==> config.mk <==
export PLATFORM = sky130hd
export DESIGN_NAME = game_2048_input
export DESIGN_NICKNAME = d
export VERILOG_FILES = /design/src/rtl/game_2048_pkg.sv /design/src/rtl/game_2048_input_debounce.sv /design/src/rtl/game_2048_input.sv
export SDC_FILE = /design/constraint.sdc
export NUM_CORES = 1
export LEC_CHECK = 0
export BUFFER_PORTS_ARGS = -buffer_cell sky130_fd_sc_hd__buf_4
export CAP_MARGIN = 25
export CORE_MARGIN = 2
export CORE_UTILIZATION = 40
export DETAILED_ROUTE_END_ITERATION = 10
export GPL_TIMING_DRIVEN = 0
export PLACE_DENSITY = 0.58
export REMOVE_ABC_BUFFERS = 1
export SLEW_MARGIN = 20
export SYNTH_ARGS = -nofsm -noshare
export SYNTH_HDL_FRONTEND = slang
export SYNTH_SLANG_ARGS = --single-unit
==> constraint.sdc <==
create_clock -name clk -period 5.55 [get_ports clk]
set_input_delay 0.2775 -clock clk [delete_from_list [all_inputs] [get_ports clk]]
set_output_delay 0.2775 -clock clk [all_outputs]
set_load 0.1 [all_outputs]
==> src/rtl/game_2048_pkg.sv <==
// Shared constants for the 2048 input front-end and core: move direction codes,
// FSM state encoding and the fixed-priority direction encoder.
package game_2048_pkg;

    localparam logic [1:0] DIR_UP    = 2'd0;
    localparam logic [1:0] DIR_LEFT  = 2'd1;
    localparam logic [1:0] DIR_DOWN  = 2'd2;
    localparam logic [1:0] DIR_RIGHT = 2'd3;

    localparam logic ST_READY = 1'b0;
    localparam logic ST_COOL  = 1'b1;

    typedef enum logic {
        S_READY = ST_READY,
        S_COOL  = ST_COOL
    } state_e;

    // Event vector is {right, down, left, up}; up wins, right loses.
    function automatic logic [1:0] prio_dir(input logic [3:0] ev);
        logic [1:0] dir;
        if (ev[0]) begin
            dir = DIR_UP;
        end else if (ev[1]) begin
            dir = DIR_LEFT;
        end else if (ev[2]) begin
            dir = DIR_DOWN;
        end else begin
            dir = DIR_RIGHT;
        end
        return dir;
    endfunction

endpackage

==> src/rtl/game_2048_input_debounce.sv <==
// One push-button channel: 2-FF synchroniser, consecutive-cycle debounce
// counter, debounced level and a one-cycle rising-edge press strobe.
module button_debounce #(
    parameter int DEBOUNCE_CYCLES = 500000
) (
    input  logic clk,
    input  logic reset,
    input  logic btn,
    output logic level,
    output logic press
);

    localparam int CNT_W = $clog2(DEBOUNCE_CYCLES + 1);
    localparam logic [CNT_W-1:0] CNT_LAST = CNT_W'(DEBOUNCE_CYCLES - 1);

    logic [1:0]       sync_q;
    logic             level_q;
    logic             level_d;
    logic             level_prev_q;
    logic [CNT_W-1:0] cnt_q;
    logic [CNT_W-1:0] cnt_d;

    // Debounce next state: any agreement with the synchronised input restarts the count.
    always_comb begin
        level_d = level_q;
        cnt_d   = '0;
        if (sync_q[1] != level_q) begin
            if (cnt_q == CNT_LAST) begin
                level_d = sync_q[1];
                cnt_d   = '0;
            end else begin
                cnt_d = cnt_q + CNT_W'(1);
            end
        end else begin
            cnt_d = '0;
        end
    end

    // Synchroniser, debounce and edge-history registers.
    always_ff @(posedge clk) begin
        if (reset) begin
            sync_q       <= 2'b00;
            level_q      <= 1'b0;
            level_prev_q <= 1'b0;
            cnt_q        <= '0;
        end else begin
            sync_q       <= {sync_q[0], btn};
            level_q      <= level_d;
            level_prev_q <= level_q;
            cnt_q        <= cnt_d;
        end
    end

    assign level = level_q;
    assign press = level_q & ~level_prev_q;

endmodule

==> src/rtl/game_2048_input.sv <==
// Push-button front-end for the 2048 core: four debounced channels, a
// fixed-priority encoder and a cooldown FSM emitting one-cycle move pulses.
module game_2048_input
    import game_2048_pkg::*;
#(
    parameter int DEBOUNCE_CYCLES = 500000,
    parameter int COOLDOWN_CYCLES = 4
) (
    input  logic       clk,
    input  logic       reset,
    input  logic       btn_up,
    input  logic       btn_left,
    input  logic       btn_down,
    input  logic       btn_right,
    output logic       move_valid,
    output logic [1:0] move_dir,
    output logic [3:0] btn_level
);

    localparam int CW = $clog2(COOLDOWN_CYCLES + 1);
    localparam logic [CW-1:0] COOL_LOAD = CW'(COOLDOWN_CYCLES - 1);

    logic [3:0]    btn_raw_s;
    logic [3:0]    level_s;
    logic [3:0]    press_s;
    logic          any_press_s;
    logic [1:0]    win_dir_s;

    state_e        state_q;
    logic          move_valid_q;
    logic [1:0]    move_dir_q;
    logic [CW-1:0] cool_cnt_q;

    assign btn_raw_s = {btn_right, btn_down, btn_left, btn_up};

    for (genvar i = 0; i < 4; i++) begin : g_btn
        button_debounce #(
            .DEBOUNCE_CYCLES(DEBOUNCE_CYCLES)
        ) u_deb (
            .clk  (clk),
            .reset(reset),
            .btn  (btn_raw_s[i]),
            .level(level_s[i]),
            .press(press_s[i])
        );
    end

    assign any_press_s = |press_s;
    assign win_dir_s   = prio_dir(press_s);

    // Move FSM: accept one press in READY, then ignore everything for the cooldown window.
    always_ff @(posedge clk) begin
        if (reset) begin
            state_q      <= S_READY;
            move_valid_q <= 1'b0;
            move_dir_q   <= DIR_UP;
            cool_cnt_q   <= '0;
        end else begin
            case (state_q)
                S_READY: begin
                    if (any_press_s) begin
                        move_valid_q <= 1'b1;
                        move_dir_q   <= win_dir_s;
                        cool_cnt_q   <= COOL_LOAD;
                        state_q      <= S_COOL;
                    end else begin
                        move_valid_q <= 1'b0;
                    end
                end
                S_COOL: begin
                    move_valid_q <= 1'b0;
                    if (cool_cnt_q == '0) begin
                        state_q <= S_READY;
                    end else begin
                        cool_cnt_q <= cool_cnt_q - CW'(1);
                    end
                end
                default: begin
                    move_valid_q <= 1'b0;
                    cool_cnt_q   <= '0;
                    state_q      <= S_READY;
                end
            endcase
        end
    end

    assign move_valid = move_valid_q;
    assign move_dir   = move_dir_q;
    assign btn_level  = level_s;

endmodule

Word level (Yosys, flattened, before mapping)
Index checks and enable logic that the tools add are counted.

operators by class
  add/sub/neg operators = 5
  eq/ne operators = 10
  multiplexer cells = 10
  bitwise gates (word level) = 13
  reductions and logical operators = 12

operators with widths
  operator                                                             count
  19-bit by 1-bit adder with 19-bit output (second input constant)     4
  19-bit == test (second input constant)                               4
  2-bit AND reduction                                                  6
  3-bit OR reduction                                                   4
  1-bit NOT                                                            9
  3-bit two-way mux                                                    2
  3-bit one-hot mux with 2 select lines                                1
  1-bit bitwise AND                                                    4
  2-bit two-way mux                                                    2
  1-bit != test                                                        4
  2-bit != test (second input constant)                                2
  1-bit one-hot mux with 2 select lines                                2
  4-bit OR reduction                                                   1
  3-bit logical NOT                                                    1
  1-bit two-way mux                                                    3
  3-bit by 1-bit subtractor with 3-bit output (second input constant)  1

storage, ports and cells
  register bits = 99
  bits of input ports = 6
  output and inout bits = 7

Longest topological paths before layout
  word-level depth = 5
  depth in mapped cells = 7
  gate-level depth less buffers = 7

Hierarchy
A second synthesis with hierarchy kept.

second synthesis, totals
  cell total of the unflattened synthesis = 495
  area, all modules = 4551.9 sq um

modules (own cells, without submodules)
  module           instances  cells each  area each (sq um)
  button_debounce  4          116         1061.0
  game_2048_input  1          31          307.8

Worst setup path before layout
No wires, ideal clock.

  path type = reg2reg
  from = register g_btn[2].u_deb.cnt_q[0]
  to = register g_btn[2].u_deb.cnt_q[10]
  library setup time = 0.117 ns
  data arrival time = 1.791 ns
  data required time = 5.433 ns
  slack = 3.641 ns
  cell stages (with the launch flop) = 8
  path through = dfxtp_1 -> ha_1 -> and4_1 -> clkbuf_1 -> nand2_1 -> o31ai_2 -> buf_2 -> nor2_1

on the way
  longest elaborated chain between the ends = 2
  elaborated cells on any way between the ends = 3
  those cells by class = add/sub (1); eq/ne (1); reduce/logical (1)

ends and longest elaborated chain
  what                                                                                              RTL line                        source
  start, declared                                                                                   game_2048_input_debounce.sv:20  logic [CNT_W-1:0] cnt_q;
  start signal, assigned                                                                            game_2048_input_debounce.sv:50  cnt_q <= cnt_d;
  parallel branches: the longest is 2 deep, another holds 19-bit by 1-bit adder with 19-bit output  -

Several ways; the timed one is not identified.
A chain may end at the register's enable or synchronous reset.

Final worst setup path
  from = register g_btn[3].u_deb.cnt_q[0]
  to = register g_btn[3].u_deb.cnt_q[16]

on the way
  longest elaborated chain between the ends = 2
  elaborated cells on any way between the ends = 3
  those cells by class = add/sub (1); eq/ne (1); reduce/logical (1)

ends and longest elaborated chain
  what                                                                                              RTL line
  start, declared                                                                                   game_2048_input_debounce.sv:20
  start signal, assigned                                                                            game_2048_input_debounce.sv:50
  parallel branches: the longest is 2 deep, another holds 19-bit by 1-bit adder with 19-bit output  -

Several ways; the timed one is not identified.

==> impl_metrics.toml <==
[die]
rows = 37
die_area_um2 = 11700
initial_utilization_pct = 41.5
fp.dieH_um = 108
core_area_um2 = 10400
floorplan.io_pins = 13
dieWidth_um = 108

[worst_setup_path]
max_stage_delay_ns = 0.65
timing.critical_path.to_type = "register"
reg2reg_slack_ns = 3.44
worstSetupPathType = "register to register"
worst-endpoint-arrival_ns = 2.41
critical_path_buf_inv_count = 0
cp.required_ns = 5.85
setup.worst_path.start_class = "register"
crit_slowest_cell = "sky130_fd_sc_hd__or4_1"
critical_path.max_fanout = 6
rr_worst_depth = 5
timing.rr.start = "g_btn[3].u_deb.cnt_q[0]"
critical_path.top_delay_family = "simple AND/OR/NAND/NOR gates"
crit_chain = "ha_1 -> nand4_1 -> or4_1 -> or3_1 -> a21oi_1"
rr_endpoint = "g_btn[3].u_deb.cnt_q[16]"

[place]
placed_cells = 617
place.detailed.hpwl_um = 5180
io_buffer_count = 12
gpl.final_weighted_congestion = 0.790

[power_and_ir_drop]
power-per-cell-area_nw_per_um2 = 250
peak_ir_drop_on_the_vdd_network_mv = 0.140
leakage_nw = 1.41

[grt]
grt_pass1_vias = 2990
globalRoute.totalOverflow = 0
groute.usage.overall_pct = 13.9
grt_max_degree = 30
grt_antenna_before_repair = 0
grt_pass1_wl_um = 13200

[timing]
tightestPinTransition_ns = 0.753
final.min_clock_period_ns = 2.11
report.final.slew_viol_count = 0
grt_setup_unrepaired = "no"
timing.slew.headroom_pct = 49.8
finClkSkew_ns = 0.00868
setup_violations = 0
report.final.hold_viol_count = 0
setup-tns-final_ns = 0
max_freq_mhz = 475
final_min_period_over_clock_period_pct = 38.0

[clocking]
max-clock-path-buffers = 2
clkSinkCount = 99
clock_latency_ns = 0.36
hold_buffers = 0
cts_buffers = 9
cts_setup_buffers = 0
tritoncts = "yes"
htreeDepth = 3
clock-root-buffer = "sky130_fd_sc_hd__clkbuf_8"
postCtsResizedCells = 0
clk_transition_reported_paths_ns = 0.09

[job]
maxCapViolCount = 0

[drt]
postRouteWirelength_um = 7490
vias = 3213
drt_iter0_markers = 78
route.detailed.wl_per_inst_um = 11.8
drt_pre_antenna_iters = 4
via_count_normalized_by_instance_count = 5.08
post-route-drc-count = 0
ant_nets = 0

[min_path]
min_to = "g_btn[2].u_deb.sync_q[0]"
worst_hold_path.num_cells = 2
min-delay-start = "btn_down"
worst_hold_path_type = "input pin to register"

[synthesis]
asyncSetResetFlopFracSynth_pct = 0
yosys_warnings = 0
synthMostInstantiatedCell = "sky130_fd_sc_hd__dfxtp_1"
synth-main-ff-cell = "sky130_fd_sc_hd__dfxtp_1"
synth.distinct_cells = 49
syn_area_per_cell_um2 = 8.98
postSynthRegisterBits = 99
post_synth_most_frequent_cells = "99 x sky130_fd_sc_hd__dfxtp_1, 71 x sky130_fd_sc_hd__nor2_1, 33 x sky130_fd_sc_hd__xnor2_1"
sequential_cell_area_fraction_in_the_yosys_report_pct = 45.8
yosys.area.top_type_share_pct = 45.8
netlist_area_um2 = 4330
postSynthCellCount = 482
number_of_enable_type_register_cells_in_the_synthesized_netlist = 0
yosysTopAreaCell = "sky130_fd_sc_hd__dfxtp_1"
ys_top_cells_by_area = "sky130_fd_sc_hd__dfxtp_1 46%, sky130_fd_sc_hd__xnor2_1 6.7%, sky130_fd_sc_hd__nor2_1 6.2%"

[run_status]
outcome = "complete, no violations"

[cells_and_area]
area_growth_pct = 8.93
post_route_cells_drive_above_1_share_pct = 8.65
number_of_diodes_added_for_antenna_fixing = 0
cell_count_final_fillers_out = 633
nNetsFinal = 504
-- layout make-up --
type / count / area, µm²
Clock buffer: 15 / 186
Multi-Input combinational cell: 351 / 2200
Clock inverter: 1 / 5.00
Timing Repair Buffer: 13 / 101
Fill cell: 1033 / 5700
Sequential cell: 99 / 1980
Tap cell: 136 / 170
Inverter: 18 / 67.6
-- through the flow --
stage / power [mW] / area (µm²) / utilization [%] / setup WS [ns] / hold WS (ns)
finish: 1.18 / 4710 / 45.3 / 3.44 / 0.127
global route: 1.22 / 4710 / 45.3 / 3.29 / 0.118
CTS: 1.20 / 4710 / 45.3 / 3.44 / 0.107
detailed placement: 0.749 / 4520 / 43.4 / 3.45 / 0.426
global placement: 0.748 / 4500 / 43.2 / 3.20 / 0.424
floorplan: 0.740 / 4240 / - / 3.55 / 0.347
-- power by group --
group          switching (mW)  leakage (nW)  internal [mW]
clock network           0.236        0.0997          0.212
registers             0.00184         0.799          0.713
logic                 0.00960         0.507        0.00692
-- cell usage in the layout, fill, tap and decap left out, types with 2 or more instances in the layout --
cell	netlist	routed
sky130_fd_sc_hd__nand2_1	25	25
sky130_fd_sc_hd__buf_4	4	12
sky130_fd_sc_hd__o31ai_1	3	3
sky130_fd_sc_hd__or4b_1	5	5
sky130_fd_sc_hd__and4_1	4	4
sky130_fd_sc_hd__mux2_2	2	2
sky130_fd_sc_hd__or4_1	7	7
sky130_fd_sc_hd__nor3_1	15	15
sky130_fd_sc_hd__o21ai_0	15	15
sky130_fd_sc_hd__and2_1	2	2
sky130_fd_sc_hd__o41ai_1	3	3
sky130_fd_sc_hd__ha_1	6	6
sky130_fd_sc_hd__xor2_1	21	21
sky130_fd_sc_hd__nor2b_1	17	17
sky130_fd_sc_hd__or4_4	2	2
sky130_fd_sc_hd__nand3_1	26	26
sky130_fd_sc_hd__nor4_1	11	11
sky130_fd_sc_hd__clkbuf_1	5	2
sky130_fd_sc_hd__or2_2	2	2
sky130_fd_sc_hd__and3_1	3	3
sky130_fd_sc_hd__inv_1	18	18
sky130_fd_sc_hd__nand2b_1	8	8
sky130_fd_sc_hd__nand4_1	17	17
sky130_fd_sc_hd__a21oi_1	19	19
sky130_fd_sc_hd__xnor2_1	33	33
sky130_fd_sc_hd__clkbuf_8	0	13
sky130_fd_sc_hd__dfxtp_1	99	99
sky130_fd_sc_hd__nand4_2	2	2
sky130_fd_sc_hd__mux2i_1	2	2
sky130_fd_sc_hd__nor2_1	71	71
sky130_fd_sc_hd__or3_1	12	12
sky130_fd_sc_hd__o21bai_4	2	2
-- worst reg2reg max path: cells and delay by family (launching register included) --
kind / cells / cell delay [ns]
compound gates: 1 / 0.14
fa+ha+maj: 1 / 0.25
flops: 1 / 0.41
simple gates: 3 / 1.25
-- kinds of logic (layout without fill, tap and decap cells) --
group	count (synthesis)	after routing	synth area share [%]
AO/OA/AOI/OAI	49	49	7.46
XOR/XNOR	54	54	10.9
adder cells (fa/ha/maj)	6	6	1.73
buffers and inverters	32	47	3.53
flip-flops	99	99	45.8
multiplexers	4	4	0.983
AND/OR/NAND/NOR	238	238	29.6
-- per-layer routing --
layer  wire length [µm]  GRT usage [%]  up-vias
met2               3310           21.9       20
met5                  0              0        -
met3                154           2.59       13
li1                   -              -     1703
met1               3870           18.1     1477
met4                161           7.14        0
-- flip-flops by register name (all words and copies together) (netlist names) --
name                      flops
move_valid                    1
g_btn.u_deb.cnt_q            76
move_dir                      2
g_btn.u_deb.level_prev_q      4
state_q                       1
cool_cnt_q                    3
g_btn.u_deb.sync_q            8
g_btn.u_deb.level             4
-- worst max-delay path by stage --
stage,startpoint,end,slack [ns],cells past startpoint
after global routing,g_btn[3].u_deb.cnt_q[0],g_btn[3].u_deb.cnt_q[16],3.29,5
after CTS,g_btn[3].u_deb.cnt_q[0],g_btn[3].u_deb.cnt_q[16],3.44,5
after detailed placement,g_btn[3].u_deb.cnt_q[0],g_btn[3].u_deb.cnt_q[16],3.45,5
after global placement,g_btn[2].u_deb.cnt_q[0],g_btn[2].u_deb.cnt_q[16],3.20,5
final,g_btn[3].u_deb.cnt_q[0],g_btn[3].u_deb.cnt_q[16],3.44,5
after floorplan,g_btn[1].u_deb.level,move_dir[0],3.55,4
(Power assumes the default switching activity.)
